<file path="config.mk">
export PLATFORM = sky130hd
export DESIGN_NAME = nibble_serial_adder_ctrl
export DESIGN_NICKNAME = d
export VERILOG_FILES = /design/src/rtl/nsa_pkg.sv /design/src/rtl/rca4_slice.sv /design/src/rtl/nibble_serial_adder_ctrl.sv
export SDC_FILE = /design/constraint.sdc
export NUM_CORES = 1
export LEC_CHECK = 0
export BUFFER_PORTS_ARGS = -buffer_cell sky130_fd_sc_hd__buf_2
export CAP_MARGIN = 5
export CORE_UTILIZATION = 50
export DETAILED_ROUTE_END_ITERATION = 12
export HOLD_SLACK_MARGIN = 0.03
export PLACE_DENSITY_LB_ADDON = 0.12
export SLEW_MARGIN = 20
export SYNTH_ARGS = -nofsm -noshare
export SYNTH_HDL_FRONTEND = slang
export SYNTH_SLANG_ARGS = --single-unit
</file>
<file path="constraint.sdc">
create_clock -name clk -period 7.5 [get_ports clk]
set_clock_uncertainty 0.2 [all_clocks]
set_input_delay 1.5 -clock clk [delete_from_list [all_inputs] [get_ports clk]]
set_output_delay 1.5 -clock clk [all_outputs]
set_load 0.01 [all_outputs]
</file>
<file path="src/rtl/nsa_pkg.sv">
// rtl/nsa_pkg.sv - shared constants, state type and index-width helper for the nibble-serial adder
package nsa_pkg;

    // Width of the single ripple-carry slice that is reused every cycle.
    localparam int SLICE_W = 4;

    typedef enum logic [1:0] {
        IDLE = 2'd0,
        RUN  = 2'd1,
        DONE = 2'd2
    } state_e;

    // Counter width for NIB nibbles; never narrower than one bit so WIDTH=4 still has a register.
    function automatic int idx_width(input int nib);
        return (nib <= 1) ? 1 : $clog2(nib);
    endfunction

endpackage

</file>
<file path="src/rtl/rca4_slice.sv">
// rtl/rca4_slice.sv - 4-bit ripple-carry adder built from full-adder cells
//
// Ports:
//   a[3:0], b[3:0]  addend nibbles
//   ci              carry in
//   s[3:0]          sum nibble
//   co              carry out of bit 3
module rca4_slice
    import nsa_pkg::*;
(
    input  logic [SLICE_W-1:0] a,
    input  logic [SLICE_W-1:0] b,
    input  logic               ci,
    output logic [SLICE_W-1:0] s,
    output logic               co
);

    logic [SLICE_W:0] c;

    assign c[0] = ci;

    for (genvar i = 0; i < SLICE_W; i++) begin : g_fa
        assign s[i]   = a[i] ^ b[i] ^ c[i];
        assign c[i+1] = (a[i] & b[i]) | (c[i] & (a[i] ^ b[i]));
    end

    assign co = c[SLICE_W];

endmodule

</file>
<file path="src/rtl/nibble_serial_adder_ctrl.sv">
// rtl/nibble_serial_adder_ctrl.sv - WIDTH-bit adder sequencing one 4-bit slice over WIDTH/4 cycles
//
// Optional feature macro: SUBTRACT_EN (honour sub, computing A + ~B + 1).
//
// Ports:
//   clk        system clock, rising edge
//   rst        synchronous active-high reset
//   in_valid   operand pair available
//   in_ready   controller can accept operands (IDLE and not in reset)
//   a, b       operands, sampled on the accept edge
//   sub        subtract request (ignored unless SUBTRACT_EN)
//   out_valid  result available (DONE)
//   out_ready  consumer takes the result
//   sum        result, valid while out_valid
//   co         carry out of the MSB (inverted borrow when subtracting)
//   busy       high in RUN or DONE
module nibble_serial_adder_ctrl
    import nsa_pkg::*;
#(
    parameter int WIDTH = 16
) (
    input  logic             clk,
    input  logic             rst,
    input  logic             in_valid,
    output logic             in_ready,
    input  logic [WIDTH-1:0] a,
    input  logic [WIDTH-1:0] b,
    input  logic             sub,
    output logic             out_valid,
    input  logic             out_ready,
    output logic [WIDTH-1:0] sum,
    output logic             co,
    output logic             busy
);

    localparam int NIB = WIDTH / SLICE_W;
    localparam int IW  = idx_width(NIB);

    if (((WIDTH % SLICE_W) != 0) || (WIDTH < SLICE_W)) begin : g_bad_width
        $error("nibble_serial_adder_ctrl: WIDTH must be a multiple of 4 and at least 4");
    end

    state_e            state_q, state_d;
    logic [IW-1:0]     idx_q;
    logic              carry_q;
    logic [WIDTH-1:0]  a_q, b_q;
    logic [WIDTH-1:0]  sum_q;
    logic              co_q;

    logic              accept;
    logic              last_nib;
    logic [WIDTH-1:0]  b_load;
    logic              ci_load;
    logic [SLICE_W-1:0] slice_a, slice_b, slice_s;
    logic              slice_co;

`ifdef SUBTRACT_EN
    // Subtraction as A + ~B + 1: invert B once at load and seed the carry with 1.
    assign b_load  = sub ? ~b : b;
    assign ci_load = sub;
`else
    logic unused_sub;
    assign unused_sub = sub;
    assign b_load     = b;
    assign ci_load    = 1'b0;
`endif

    assign in_ready  = (state_q == IDLE) && !rst;
    assign out_valid = (state_q == DONE);
    assign busy      = (state_q != IDLE);
    assign sum       = sum_q;
    assign co        = co_q;

    assign accept   = in_valid && in_ready;
    assign last_nib = (idx_q == IW'(NIB - 1));

    assign slice_a = a_q[int'(idx_q)*SLICE_W +: SLICE_W];
    assign slice_b = b_q[int'(idx_q)*SLICE_W +: SLICE_W];

    rca4_slice u_slice (
        .a  (slice_a),
        .b  (slice_b),
        .ci (carry_q),
        .s  (slice_s),
        .co (slice_co)
    );

    always_comb begin
        state_d = state_q;
        case (state_q)
            IDLE:    if (accept)    state_d = RUN;
            RUN:     if (last_nib)  state_d = DONE;
            DONE:    if (out_ready) state_d = IDLE;
            default:                state_d = IDLE;
        endcase
    end

    always_ff @(posedge clk) begin
        if (rst) begin
            state_q <= IDLE;
        end else begin
            state_q <= state_d;
        end
    end

    always_ff @(posedge clk) begin
        if (rst) begin
            idx_q   <= '0;
            carry_q <= 1'b0;
            a_q     <= '0;
            b_q     <= '0;
            sum_q   <= '0;
            co_q    <= 1'b0;
        end else begin
            case (state_q)
                IDLE: begin
                    if (accept) begin
                        a_q     <= a;
                        b_q     <= b_load;
                        carry_q <= ci_load;
                        idx_q   <= '0;
                    end
                end
                RUN: begin
                    // sum is overwritten one nibble per cycle, LSB first.
                    sum_q[int'(idx_q)*SLICE_W +: SLICE_W] <= slice_s;
                    carry_q <= slice_co;
                    if (last_nib) begin
                        co_q <= slice_co;
                    end else begin
                        idx_q <= idx_q + 1'b1;
                    end
                end
                DONE: begin
                    if (out_ready) begin
                        idx_q <= '0;
                    end
                end
                default: begin
                end
            endcase
        end
    end

endmodule
</file>
Yosys cells after proc, flatten, opt, wreduce, memory -nomap -nowiden. Index checks and enable logic that the tools add are counted.

$add $sub $neg: 2. Eq/ne operators: 7. Shift-type cells: 4. Muxes and demuxes: 10. Bitwise gates (word level): 20. Reduce and logical (&&, ||, !) cells: 12.

Operator list (count): 4-bit negation with 33-bit output (1); 4-bit by 33-bit variable shift with 16-bit output, first input constant (1); 4-bit by 33-bit indexed part select with 16-bit output (1); 16-bit by 5-bit indexed part select with 4-bit output (2); 16-bit bitwise mux (1); 2-bit case mux with 3 select lines (2); 2-bit two-way mux (5); 1-bit bitwise AND (8); 1-bit XOR (8); 2-bit inequality test, second input constant (3); 2-bit AND reduction (3); 2-bit == test, second input constant (2); 1-bit bitwise OR (4); 4-bit AND reduction (1); 2-bit nonzero test (2); 3-bit AND reduction (1); 3-bit nonzero test (1); 2-bit by 1-bit adder with 2-bit output, second input constant (1); 2-bit by 1-bit == test with 1-bit output, second input constant (1); 1-bit logical AND (2); 2-bit logical NOT (1); 2-bit by 1-bit inequality test with 1-bit output, second input constant (1); 1-bit case mux with 2 select lines (1); 1-bit logical NOT (1); 1-bit two-way mux (1).

Register bits after elaboration: 54. Output and inout port bits: 20.

Logic depth before layout (Yosys ltp). Gate-level depths: netlist (run 1).

Depth in word-level cells: 11. Mapped depth: 12. Mapped depth without buffers: 11.

Cells and area by module. Synthesis (run 1) repeated with hierarchy kept, for this count alone.

Cells, all modules: 270. Area, all modules: 2539.9 µm².

By module, submodules not included: nibble_serial_adder_ctrl (times used 1, cells an instance 256, area an instance 2422.3 µm², seq. area each 1081.0 µm²); rca4_slice (times used 1, cells an instance 14, area an instance 117.6 µm², seq. area each 0.0 µm²).

Least setup slack after synthesis (run 1). No wires, ideal clock.

Kind: input port to output port. Start point: input port rst. End point: output port in_ready. Arrival time: 2.284 ns. Slack: 3.516 ns. Cell stages on the path: 4. Path buffers: 3. Cells stage by stage: buf_2 clkbuf_1 clkbuf_1 nor2_1.

Longest elaborated chain between the ends: 2.

RTL lines: start: declaration (line nibble_serial_adder_ctrl.sv:23) `input logic rst,`; 1-bit logical NOT (line nibble_serial_adder_ctrl.sv:68) `assign in_ready = (state_q == IDLE) && !rst;`; 1-bit logical AND (line nibble_serial_adder_ctrl.sv:68); end: declaration (line nibble_serial_adder_ctrl.sv:25) `output logic in_ready,`.

Every way passes these cells.

Worst setup path in the final report (run 1). Same ends and word-level chain as after synthesis.

==> results of run 1 <==
area by class of cell:
cell class              instances  area [um^2]  area share, %
inverters                      15         56.3           1.93
multi-input cells             188         1310           45.0
flip-flops and latches         54         1080           37.1
well taps                      67         83.8           2.88
clock inverters                 1         5.00          0.172
repair buffers                 57          290           9.96
clock buffers                   7         86.3           2.96
routing by layer:
layer	vias up	GRT usage, %
met1	872	24.0
met2	32	34.1
met4	0	6.97
met3	5	2.90
met5	-	0
li1	1027	-
state kept, by name (all words and copies together) (netlist names):
signal and count:
carry_q 1, b_q 16, idx_q 2, a_q 16, co 1, state_q 2
sum 16
cells in the final DEF, fill, tap and decap left out:
| master | instances |
|---|---|
| nand3_1 | 2 |
| buf_4 | 2 |
| nand4_1 | 3 |
| nor2_1 | 6 |
| fa_1 | 4 |
| clkinv_2 | 1 |
| nand3b_1 | 3 |
| xnor2_1 | 1 |
| nand2_1 | 41 |
| or3_1 | 4 |
| nor2b_1 | 5 |
| nand2b_1 | 40 |
| a21oi_1 | 9 |
| a2111oi_1 | 1 |
| nand4bb_1 | 1 |
| buf_2 | 55 |
| o32ai_1 | 8 |
| mux4_2 | 8 |
| a32oi_1 | 2 |
| mux2_2 | 1 |
| nor3b_2 | 1 |
| and2_1 | 1 |
| mux2i_1 | 1 |
| and3b_1 | 1 |
| and4bb_2 | 1 |
| or2_2 | 1 |
| a22o_1 | 2 |
| ha_1 | 6 |
| inv_1 | 15 |
| clkbuf_8 | 6 |
| nor3_1 | 1 |
| o21ai_0 | 33 |
| dfxtp_1 | 54 |
| nor4b_4 | 1 |
| clkbuf_1 | 1 |
worst register-to-register path, cell delays in order, from the launching register on:
cell	delay [ns]
dfxtp_1	0.84
mux4_2	0.59
inv_1	0.08
fa_1	0.16
inv_1	0.05
fa_1	0.35
inv_1	0.07
fa_1	0.15
inv_1	0.05
fa_1	0.56
nand4_1	0.12
a21oi_1	0.15
power by group through the flow:
stage          registers, mW  clock network [mW]  logic [mW]
4_1_cts                0.313               0.167      0.0701
6_report               0.312               0.161      0.0691
2_1_floorplan          0.314                   0      0.0513
3_3_place_gp           0.319                   0      0.0688
5_1_grt                0.315               0.180      0.0777
3_5_place_dp           0.320                   0      0.0698
stage by stage:
| step | area (um^2) | hold slack (ns) |
|---|---|---|
| after global routing | 2910 | 0.283 |
| after detailed placement | 2820 | 0.242 |
| final | 2910 | 0.252 |
| after floorplan | 2530 | 0.246 |
| after global placement | 2820 | 0.237 |
| after CTS | 2910 | 0.253 |
cell families (layout without fill, tap and decap cells):
kind of cell,Yosys count,count (layout)
and+or+nand+nor,112,112
AOI/OAI and AO/OA,55,55
adders and majority gates,10,10
xor gates and xnor gates,1,1
DFF,54,54
buffers and inverters,32,80
muxes,10,10
final timing paths:
check / start / end / slack, ns / cells after the start
worst min register to register: sum[5] / sum[5] / 0.25 / 2
worst min-delay path: sum[5] / sum[5] / 0.25 / 2
worst max register to register: idx_q[0] / sum[7] / 4.08 / 11
worst max-delay path: rst / in_ready / 3.55 / 4
==> results.yml, run 1 <==
logic_synthesis:
  synth_compound_area_share_pct: 12.9
  synth-xor-area-share_pct: 0.346
  netlist_instances: 274
  synthArstFlopShare_pct: 0
  yosysTopAreaCell: "dfxtp_1"
  syn_area_um2: 2530
  synth_top_family_by_area: "simple AND/OR/NAND/NOR gates"
  synth_area_per_cell_um2: 9.23
  syn_nets: 321
  synth.top_cells.by_area: "dfxtp_1 (43%), nand2b_1 (9.9%), mux4_2 (7.1%)"
  synth_common_cells: "dfxtp_1 (54), nand2_1 (41), nand2b_1 (40)"
  synthMuxAreaShare_pct: 7.96
  yosysUniqueCellTypes: 34
  ys_ff_latch: 54
  ys.flop_type: "dfxtp_1"
  yosys.area_share.simple_pct: 24.5
  yosysWarnings: 0
  synth_most_common_cell: "dfxtp_1"
  seq_area_frac_synth_pct: 42.7
  synth_edf_count: 0
  yosys.area_share.adder_pct: 6.13
  synth_top_area_share_pct: 42.7
cells_and_area:
  antenna_cells: 0
  finalNetCount: 368
  area.growth.synth_to_final_pct: 15.2
  nFillCells: 459
  utilization_pct: 60.9
  drive_gt1_share_pct: 23.9
  fin_cells: 389
grt:
  grt_usage_pct: 19.4
  grt_pass1_vias: 1839
  antenna_found_initial: 0
  gr-total-overflow: 0
  grt_first_pass_wirelength_um: 8000
  grt_max_degree: 65
place:
  place.gp.congestion: 0.737
  dp_hpwl_um: 3220
  placed_cells: 381
  portBuffers: 55
  dpl_worst_slack_ns: 3.53
route:
  dr_wl_met2_um: 2290
  vias_per_cell: 4.98
  route.detailed.drc: 0
  drtPass1Iterations: 4
  routed_wl_um: 4620
  vias: 1936
  drt_iter0_markers: 78
  ant_nets: 0
  wl_per_cell_um: 11.9
  dr_wl_met3_um: 128
  wl_met1_um: 2150
  top_layer: "met4"
clocking:
  postCtsSetupBuffers: 0
  clock_path_buffers: 2
  numCtsBuffers: 5
  cts_sinks: 54
  cts_tree: "done"
  cts_resized: 0
  htree_levels: 2
  cts_root_buffer: "clkbuf_8"
  clkLatencyLatePin_ns: 0.30
  ctsHoldBuffers: 0
  clkTransAtPathRegs_ns: 0.08
timing:
  fin_ws_ns: 3.55
  period_share_pct: 52.7
  final-setup-viol-count: 0
  worst_pin_slew_ns: 0.780
  max_freq_mhz: 253
  grt_setup_unrepaired: "no"
  period_needed_ns: 3.95
  setup_tns_ns: 0
  drv_slew: 0
  finalHoldViolCount: 0
  slew_headroom_pct: 47.9
worst_setup_path:
  worstPathRequired_ns: 5.80
  critPathLaunchType: "input port"
  end_kind: "output pin"
  cp_slowest_stage_delay_ns: 0.42
  crit_buf_inv: 3
  cp.arrival_ns: 2.25
  crit_fanout: 62
  crit_type: "in2out"
  critPathSlowestCell: "buf_4"
  path_common_cell: "buf_2"
  crit_family: "buffers and inverters"
  path_cells: "buf_2, buf_4, nor2_1, buf_2"
floorplan:
  io_pins: 57
  die_area_um2: 5350
  die_w_um: 73.1
  core_um2: 4790
  start_util_pct: 52.9
  dieHeight_um: 73.1
  row_count: 25
power_and_ir_drop:
  p_leak_nw: 1.14
  intPower_uw: 410
  ir_drop_uv: 122
  swShare_pct: 24.5
  power.share.clock_pct: 29.7
  fin_total_pwr_uw: 543
  switching_power_uw: 133
  seqPwrFrac_pct: 57.5
  power_frac_comb_pct: 12.7
  power.density_nw_per_um2: 186
outcome:
  status: "finished, final reports clean"
run:
  cap_viol_max_count: 0
min_path:
  hp-class: "reg2reg"
Note: power is estimated with default switching activity, not from simulation.
==> inputs of run 2 (changes only) <==
CORE_UTILIZATION = 48   (was 50)
clock period = 3.53 ns   (was 7.5 ns; I/O delays follow)
==> results.yml, run 2 (synthesized netlist as in run 1, its figures left out) <==
worst_setup_path:
  cp_slowest_stage_delay_ns: 0.57
  end_kind: "flip-flop"
  crit_buf_inv: 4
  crit_family: "adder cells"
  worstPathRequired_ns: 3.57
  r2r_start: "idx_q[0]"
  startpoint: "idx_q[0]"
  path_cells: "mux4_2, inv_1, fa_1, inv_1, fa_1, inv_1, fa_1, inv_1, fa_1, nand4_1, a21oi_1"
  critPathLaunchType: "flip-flop"
  cp.arrival_ns: 3.20
  crit_fanout: 7
  worstSetupEndpoint: "sum[7]"
  r2r_end: "sum[7]"
  reg2reg_slack_ns: 0.37
  crit_type: "reg2reg"
  r2r_cells: 11
  critPathSlowestCell: "dfxtp_1"
  worst-path-stages: 11
cells_and_area:
  fin_cells: 395
  area.growth.synth_to_final_pct: 18.2
  utilization_pct: 58.6
  final_common_cell: "buf_2"
  multi_input_area_um2: 1310
  seq_area_um2: 1080
  drive_gt1_share_pct: 24.9
  finalNetCount: 371
  nFillCells: 484
  final_cell_mix: "buf_2 (55), dfxtp_1 (54), nand2_1 (41), nand2b_1 (40), o21ai_0 (33)"
  antenna_cells: 0
grt:
  grt_usage_pct: 19.7
  antenna_found_initial: 0
  grt_max_degree: 65
  gr-total-overflow: 0
  grt_pass1_vias: 1855
  grt_first_pass_wirelength_um: 8340
timing:
  fin_ws_ns: 0.367
  final-setup-viol-count: 0
  period_needed_ns: 3.16
  period_share_pct: 89.6
  finalHoldViolCount: 0
  worst_pin_slew_ns: 0.585
  setup_tns_ns: 0
  max_freq_mhz: 316
  grt_setup_unrepaired: "no"
  drv_slew: 0
  slew_headroom_pct: 60.9
route:
  vias: 1987
  dr_wl_met2_um: 2350
  routed_wl_um: 4910
  wl_met1_um: 2360
  route.detailed.drc: 0
  dr_wl_met3_um: 163
  drtPass1Iterations: 4
  vias_per_cell: 5.03
  drt_iter0_markers: 97
  top_layer: "met4"
  wl_per_cell_um: 12.4
  ant_nets: 0
power_and_ir_drop:
  power_frac_comb_pct: 11.8
  p_leak_nw: 1.18
  power.share.clock_pct: 38.0
  swShare_pct: 22.6
  seqPwrFrac_pct: 50.2
  power.density_nw_per_um2: 439
  ir_drop_uv: 285
  switching_power_uw: 298
  intPower_mw: 1.02
place:
  place.gp.congestion: 0.789
  portBuffers: 55
  placed_cells: 387
  dp_hpwl_um: 3470
  dpl_worst_slack_ns: 0.389
min_path:
  hp-class: "reg2reg"
clocking:
  numCtsBuffers: 5
  clkTransAtPathRegs_ns: 0.09
  htree_levels: 2
  postCtsSetupBuffers: 0
  cts_tree: "done"
  cts_root_buffer: "clkbuf_8"
  clkLatencyLatePin_ns: 0.30
  cts_resized: 0
  ctsHoldBuffers: 0
  cts_sinks: 54
  clock_path_buffers: 2
floorplan:
  dieHeight_um: 74.6
  die_area_um2: 5570
  die_w_um: 74.6
  core_um2: 5110
  start_util_pct: 49.5
  io_pins: 57
  row_count: 26
outcome:
  status: "finished, final reports clean"
run:
  cap_viol_max_count: 0
==> run 2: changes by cell type in the layout (fill, tap and decap cells not counted), sizes merged <==
cell,change
buf,+3
bufinv,+2
clkbuf,-1
clkinv,-1
==> run 2: layer usage <==
metal / global-route usage (%) / vias up
met5: 0 / -
met2: 32.2 / 43
met1: 26.3 / 912
met4: 5.66 / 0
li1: - / 1027
met3: 4.47 / 5
==> run 2: area by class of cell <==
cell class,count,share of cell area [%]
Timing Repair Buffer,60,10.5
Tap cell,70,2.93
Inverter,15,1.88
Sequential cell,54,36.1
Clock buffer,6,2.76
Multi-Input combinational cell,188,43.8
Clock inverter,2,2.01
==> run 2: how the worst min path moves through the flow <==
stage / from / end / cells past startpoint
2_1_floorplan: a_q[11] / a_q[11] / 2
3_3_place_gp: sum[5] / sum[5] / 2
3_5_place_dp: sum[12] / sum[12] / 2
4_1_cts: sum[12] / sum[12] / 2
5_1_grt: sum[12] / sum[12] / 2
6_report: sum[14] / sum[14] / 2
==> run 2: worst register-to-register path, cell delays in order, from the launching register on <==
cell and delay [ns]:
dfxtp_1 0.57, mux4_2 0.55, inv_1 0.09, fa_1 0.16, inv_1 0.05, fa_1 0.35
inv_1 0.08, fa_1 0.16, inv_1 0.05, fa_1 0.56, nand4_1 0.12, a21oi_1 0.16
==> run 2: per-stage QoR <==
stage                     area [um^2]  hold WS [ns]  total power [mW]
after floorplan                  2530         0.246             0.777
after global placement           2850         0.237             0.829
after detailed placement         2850         0.242             0.831
after CTS                        2990         0.255              1.33
after global routing             2990         0.269              1.38
final                            2990         0.251              1.31
==> run 2: power groups by stage <==
stage | combinational [mW] | clock [mW] | sequential [mW]
after floorplan | 0.109 | 0 | 0.668
after global placement | 0.155 | 0 | 0.674
after detailed placement | 0.157 | 0 | 0.674
after CTS | 0.158 | 0.512 | 0.660
after global routing | 0.173 | 0.540 | 0.665
final | 0.155 | 0.499 | 0.659
